[src/rtl/fabosc_seq_pkg.sv]
// Shared types and constants for the fabric-oscillator reset sequencer.
// State codes are fixed because STATE is exported for debug.
package fabosc_seq_pkg;

    localparam int CNT_W  = 16;
    localparam int LOSS_W = 8;
    localparam logic [LOSS_W-1:0] LOSS_SAT = {LOSS_W{1'b1}};

    localparam int DEF_SYNC_STAGES        = 2;
    localparam int DEF_LOCK_STABLE_CYCLES = 1024;
    localparam int DEF_MSS_TIMEOUT_CYCLES = 50000;
    localparam int DEF_FAB_RST_HOLD       = 16;

    typedef enum logic [2:0] {
        ST_WAIT_LOCK   = 3'd0,
        ST_LOCK_STABLE = 3'd1,
        ST_WAIT_MSS    = 3'd2,
        ST_HOLD        = 3'd3,
        ST_RUN         = 3'd4,
        ST_ERROR       = 3'd5
    } seq_state_e;

    // A state lasting len cycles leaves when the cycle counter shows len-1.
    function automatic logic [CNT_W-1:0] last_cycle(input int unsigned len);
        return CNT_W'(len - 1);
    endfunction

endpackage

[src/rtl/fabosc_bit_sync.sv]
// Single-bit multi-flop synchroniser with asynchronous active-high clear.
module fabosc_bit_sync #(
    parameter int STAGES = 2
) (
    input  logic clk,
    input  logic rst,
    input  logic d,
    output logic q
);

    logic [STAGES-1:0] sync_q;
    logic [STAGES-1:0] sync_d;

    always_comb begin
        sync_d = {sync_q[STAGES-2:0], d};
    end

    always_ff @(posedge clk or posedge rst) begin
        if (rst) begin
            sync_q <= '0;
        end else begin
            sync_q <= sync_d;
        end
    end

    assign q = sync_q[STAGES-1];

endmodule

[src/rtl/fabosc_reset_sequencer.sv]
// Releases FAB_RESET_N once the CCC lock has been stable and the MSS is ready.
// state        | meaning
// WAIT_LOCK  0 | waiting for synchronised CCC lock
// LOCK_STABLE 1| lock must stay high for LOCK_STABLE_CYCLES
// WAIT_MSS   2 | waiting for MSS ready, bounded by MSS_TIMEOUT_CYCLES
// HOLD       3 | fabric reset held low for FAB_RST_HOLD cycles
// RUN        4 | fabric released; lock loss restarts the sequence
// ERROR      5 | MSS timeout, terminal until RESET
module fabosc_reset_sequencer
    import fabosc_seq_pkg::*;
#(
    parameter int SYNC_STAGES        = DEF_SYNC_STAGES,
    parameter int LOCK_STABLE_CYCLES = DEF_LOCK_STABLE_CYCLES,
    parameter int MSS_TIMEOUT_CYCLES = DEF_MSS_TIMEOUT_CYCLES,
    parameter int FAB_RST_HOLD       = DEF_FAB_RST_HOLD
) (
    input  logic              CLK,
    input  logic              RESET,
    input  logic              CCC_LOCK,
    input  logic              MSS_READY,
    output logic              FAB_RESET_N,
    output logic              INIT_DONE,
    output logic              TIMEOUT_ERR,
    output logic [2:0]        STATE,
    output logic [LOSS_W-1:0] LOCK_LOSS_CNT
);

    localparam logic [CNT_W-1:0] LOCK_LAST    = last_cycle(LOCK_STABLE_CYCLES);
    localparam logic [CNT_W-1:0] TIMEOUT_LAST = last_cycle(MSS_TIMEOUT_CYCLES);
    localparam logic [CNT_W-1:0] HOLD_LAST    = last_cycle(FAB_RST_HOLD);

    logic lock_s;
    logic mss_s;

    seq_state_e        state_q, state_d;
    logic [CNT_W-1:0]  cnt_q, cnt_d;
    logic              fab_reset_n_q, fab_reset_n_d;
    logic              init_done_q, init_done_d;
    logic              timeout_err_q, timeout_err_d;
    logic [LOSS_W-1:0] loss_cnt_q, loss_cnt_d;

    fabosc_bit_sync #(.STAGES(SYNC_STAGES)) u_lock_sync (
        .clk (CLK),
        .rst (RESET),
        .d   (CCC_LOCK),
        .q   (lock_s)
    );

    fabosc_bit_sync #(.STAGES(SYNC_STAGES)) u_mss_sync (
        .clk (CLK),
        .rst (RESET),
        .d   (MSS_READY),
        .q   (mss_s)
    );

    always_ff @(posedge CLK or posedge RESET) begin
        if (RESET) begin
            state_q       <= ST_WAIT_LOCK;
            cnt_q         <= '0;
            fab_reset_n_q <= 1'b0;
            init_done_q   <= 1'b0;
            timeout_err_q <= 1'b0;
            loss_cnt_q    <= '0;
        end else begin
            state_q       <= state_d;
            cnt_q         <= cnt_d;
            fab_reset_n_q <= fab_reset_n_d;
            init_done_q   <= init_done_d;
            timeout_err_q <= timeout_err_d;
            loss_cnt_q    <= loss_cnt_d;
        end
    end

    // Lock loss outranks everything except ERROR; MSS ready outranks the timeout.
    always_comb begin
        state_d = state_q;
        case (state_q)
            ST_WAIT_LOCK: begin
                if (lock_s) begin
                    state_d = ST_LOCK_STABLE;
                end
            end
            ST_LOCK_STABLE: begin
                if (!lock_s) begin
                    state_d = ST_WAIT_LOCK;
                end else if (cnt_q == LOCK_LAST) begin
                    state_d = ST_WAIT_MSS;
                end
            end
            ST_WAIT_MSS: begin
                if (!lock_s) begin
                    state_d = ST_WAIT_LOCK;
                end else if (mss_s) begin
                    state_d = ST_HOLD;
                end else if (cnt_q == TIMEOUT_LAST) begin
                    state_d = ST_ERROR;
                end
            end
            ST_HOLD: begin
                if (!lock_s) begin
                    state_d = ST_WAIT_LOCK;
                end else if (cnt_q == HOLD_LAST) begin
                    state_d = ST_RUN;
                end
            end
            ST_RUN: begin
                if (!lock_s) begin
                    state_d = ST_WAIT_LOCK;
                end
            end
            ST_ERROR: begin
                state_d = ST_ERROR;
            end
            default: begin
                state_d = ST_WAIT_LOCK;
            end
        endcase
    end

    // Outputs are registered from the next state so they move with the transition.
    always_comb begin
        cnt_d         = (state_d != state_q) ? '0 : cnt_q + CNT_W'(1);
        fab_reset_n_d = (state_d == ST_RUN);
        init_done_d   = fab_reset_n_d;
        timeout_err_d = timeout_err_q | (state_d == ST_ERROR);
        loss_cnt_d    = loss_cnt_q;
        if ((state_q == ST_RUN) && !lock_s && (loss_cnt_q != LOSS_SAT)) begin
            loss_cnt_d = loss_cnt_q + LOSS_W'(1);
        end
    end

    assign FAB_RESET_N   = fab_reset_n_q;
    assign INIT_DONE     = init_done_q;
    assign TIMEOUT_ERR   = timeout_err_q;
    assign STATE         = state_q;
    assign LOCK_LOSS_CNT = loss_cnt_q;

endmodule

[config.mk]
export PLATFORM = sky130hd
export DESIGN_NAME = fabosc_reset_sequencer
export DESIGN_NICKNAME = d
export VERILOG_FILES = /design/src/rtl/fabosc_seq_pkg.sv /design/src/rtl/fabosc_bit_sync.sv /design/src/rtl/fabosc_reset_sequencer.sv
export SDC_FILE = /design/constraint.sdc
export NUM_CORES = 1
export LEC_CHECK = 0
export ABC_CLOCK_PERIOD_IN_PS = 2000
export CORE_MARGIN = 1
export CORE_UTILIZATION = 45
export CTS_BUF_LIST = sky130_fd_sc_hd__clkbuf_16
export CTS_CLUSTER_SIZE = 10
export DETAILED_ROUTE_END_ITERATION = 10
export PLACE_DENSITY_LB_ADDON = 0.1
export SETUP_SLACK_MARGIN = 0.5
export SLEW_MARGIN = 10
export SYNTH_ARGS = -nofsm -noshare
export SYNTH_HDL_FRONTEND = slang
export SYNTH_SLANG_ARGS = --single-unit
[constraint.sdc]
create_clock -name CLK -period 2 [get_ports CLK]
set_clock_uncertainty 0.2 [all_clocks]
set_input_delay 0.2 -clock CLK [delete_from_list [all_inputs] [get_ports CLK]]
set_output_delay 0.2 -clock CLK [all_outputs]
set_load 0.1 [all_outputs]
==> results.yml <==
run_status:
  status: "finished with violations"
  violations: "setup timing"
logic_synthesis:
  synth_cells: 159
  avgSynthCellArea_um2: 10.4
  netlist-cell-type-count: 44
  synth_top_area_share_pct: 49.8
  synth_nets: 165
  synth-seq-area-share_pct: 49.8
  yosys_warnings: 0
  ys.flop_type: "dfrtp_1"
  synth_edf_count: 0
  syn_area_um2: 1660
  synth.area.top_cells: "dfrtp_1, xnor2_1, xor2_1"
  async_flop_share_pct: 100
  synth_area_leader_cell: "dfrtp_1"
  ys_ff_latch: 33
global_route:
  first_global_vias: 1474
  grt.total_usage_pct: 23.2
  grt_overflow: 0
  grt_pass1_wl_um: 7010
  grt_max_degree: 34
  grt_antenna_before_repair: 0
critical_path:
  required_ns: 1.97
  reg2reg_setup_slack_ns: -0.06
  critPathBufInv: 1
  end_kind: "flip-flop"
  cp_top_family: "simple AND/OR/NAND/NOR gates"
  cp_slowest_cell: "dfrtp_1"
  worstReg2RegStart: "cnt_q[14]"
  crit_type: "flip-flop to flip-flop"
  crit_chain: "nor4bb_1 > nand4_1 > a31oi_1 > a22oi_1 > nand3_2 > buf_12 > nor2_1"
  crit_fanout: 16
  crit_path_start: "cnt_q[14]"
  startpoint_type: "flip-flop"
  max_stage_delay_ns: 0.42
  arrival_ns: 2.02
die:
  die_y_um: 62.7
  ios: 18
  die-area_um2: 3930
  die_w_um: 62.7
  start_util_pct: 48.1
  fp-row-count: 21
  core_um2: 3440
final_layout:
  diodes: 0
  final_cells: 265
  area_delta_synth_final_pct: 56.8
  drive_gt1_share_pct: 52.1
  nets: 224
  filler_cell_count: 230
drt:
  via_per_inst: 5.29
  drt-pass1-iter-count: 4
  wl_um: 4280
  drt_iter0_markers: 48
  wl_per_cell_um: 16.2
  post-route-drc-count: 0
  detail-route-antenna-nets: 0
  vias: 1403
cts:
  clk_path_buf_depth: 2
  clock-sinks: 33
  cts_tree: "yes"
  clk-insertion-delay-late_ns: 0.28
  cts_max_level: 2
  cts_made_buffers: 5
  clk_pin_slew_ns: 0.05
  clockRootBuffer: "clkbuf_16"
sta:
  fmax_mhz: 486
  hold_violations: 0
  finalCritPeriodShare_pct: 103
  finalMaxSlewViolations: 0
  tightest_slew_ns: 0.421
  setup_slack_ns: -0.0573
  final-setup-viol-count: 18
  fin_crit_ns: 2.06
  hold_slack_ns: 0.149
  rsz0062_at_grt: "true"
  slew_headroom_pct: 71.9
place:
  place_congestion: 0.882
  numPortBuffers: 17
  placedCellCount: 239
  dp_hpwl_um: 2460
power_and_ir_drop:
  finalPower_w: 0.00198
  leakagePower_nw: 1.21
  power-per-cell-area_nw_per_um2: 764
  vdd_drop_max_mv: 0.519
hold_path:
  min_from: "u_lock_sync.sync_q[0]"
  min_path_type: "flip-flop to flip-flop"
run:
  drv_cap: 0
[kinds of logic after synthesis]
group                      after synthesis  share of synthesized area, %
AOI/OAI and AO/OA                       16                          7.40
xor gates and xnor gates                21                          11.1
adders and majority gates                2                          1.51
buffers and inverters                   10                          3.02
DFF                                     33                          49.8
muxes                                    1                         0.680
and+or+nand+nor                         76                          26.4
[through the flow]
| stage | TNS [ns] | setup WS (ns) | utilization [%] | cell area, um^2 |
|---|---|---|---|---|
| CTS | 0 | 0.00485 | 71.7 | 2470 |
| global placement | -0.0198 | -0.00771 | 61.0 | 2100 |
| global route | -1.88 | -0.116 | 75.5 | 2600 |
| finish | -0.688 | -0.0573 | 75.5 | 2600 |
| detailed placement | -0.0887 | -0.0257 | 61.0 | 2100 |
| floorplan | 0 | 0.0431 | - | 1740 |
[cell type report]
class / count / area [um^2] / share of cell area, %
repair buffers: 55 / 529 / 20.4
clock buffers: 5 / 125 / 4.82
clock inverters: 3 / 65.1 / 2.50
well taps: 46 / 57.6 / 2.22
flip-flops and latches: 33 / 856 / 32.9
multi-input cells: 116 / 938 / 36.1
inverters: 7 / 26.3 / 1.01
[per-layer routing]
| layer | global-route usage (%) | vias up | wire (um) |
|---|---|---|---|
| li1 | - | 668 | - |
| met4 | 10.2 | 0 | 91 |
| met1 | 29.4 | 687 | 1770 |
| met5 | 0 | - | 0 |
| met2 | 37.4 | 39 | 2240 |
| met3 | 6.02 | 9 | 182 |
[placed cells by master (no fill, tap or decap), types with 2 or more instances in the layout]
master           instances
nand3_2                  2
nand2_1                 10
and3_4                   4
inv_1                    7
buf_6                    9
dfrtp_1                 21
nor2_4                   2
buf_4                   37
clkbuf_16                5
nor2_2                  11
nand4_1                  5
xnor2_1                  8
and2_1                   2
dfrtp_4                  6
dfrtp_2                  6
xnor2_2                  4
bufinv_16                2
buf_12                   6
nor2_1                  13
clkdlybuf4s50_1          3
and3_1                   3
xor2_1                   9
nand3_1                  6
nand2_4                  4
o21ai_1                  3
[final timing paths]
| path | to | cells after the start |
|---|---|---|
| max in group asynchronous | STATE[2] | 3 |
| worst max register to register | cnt_q[3] | 7 |
| worst min register to register | u_lock_sync.sync_q[1] | 0 |
| worst max-delay path | cnt_q[3] | 7 |
| min in group asynchronous | LOCK_LOSS_CNT[2] | 3 |
| worst min-delay path | u_lock_sync.sync_q[1] | 0 |
[sequential cells by signal (all words and copies together), names as in the netlist]
register / cells
INIT_DONE: 1
LOCK_LOSS_CNT: 8
STATE: 3
TIMEOUT_ERR: 1
cnt_q: 16
u_lock_sync.sync_q: 2
u_mss_sync.sync_q: 2
[cell usage after synthesis, types with 2 or more instances]
cell type   n
nor3_1      2
xnor2_1    12
ha_1        2
nand4_1     5
nand2_1    14
xor2_1      9
inv_1       7
and2_1      2
nor2_1     15
o21ai_0     4
nand3_1     7
nor2_2     10
dfrtp_1    33
and3_1      7
[repair_timing]
item | in CTS | in global routing
hold buffers | 0 | 0
gates cloned | 0 | 0
setup endpoints to repair | 29 | 33
pin swaps | 16 | 10
buffers inserted | 12 | 6
resized for setup | 18 | 21
[power breakdown]
part	switching [W]	leakage, nW	internal, W	total [W]
clock	0.000290	0.0938	0.000711	0.00100
combinational	0.000131	0.694	0.000114	0.000246
sequential	0.0000344	0.425	0.000704	0.000738
total	0.000456	1.21	0.00153	0.00198
Power figures use the tool's default switching activity.
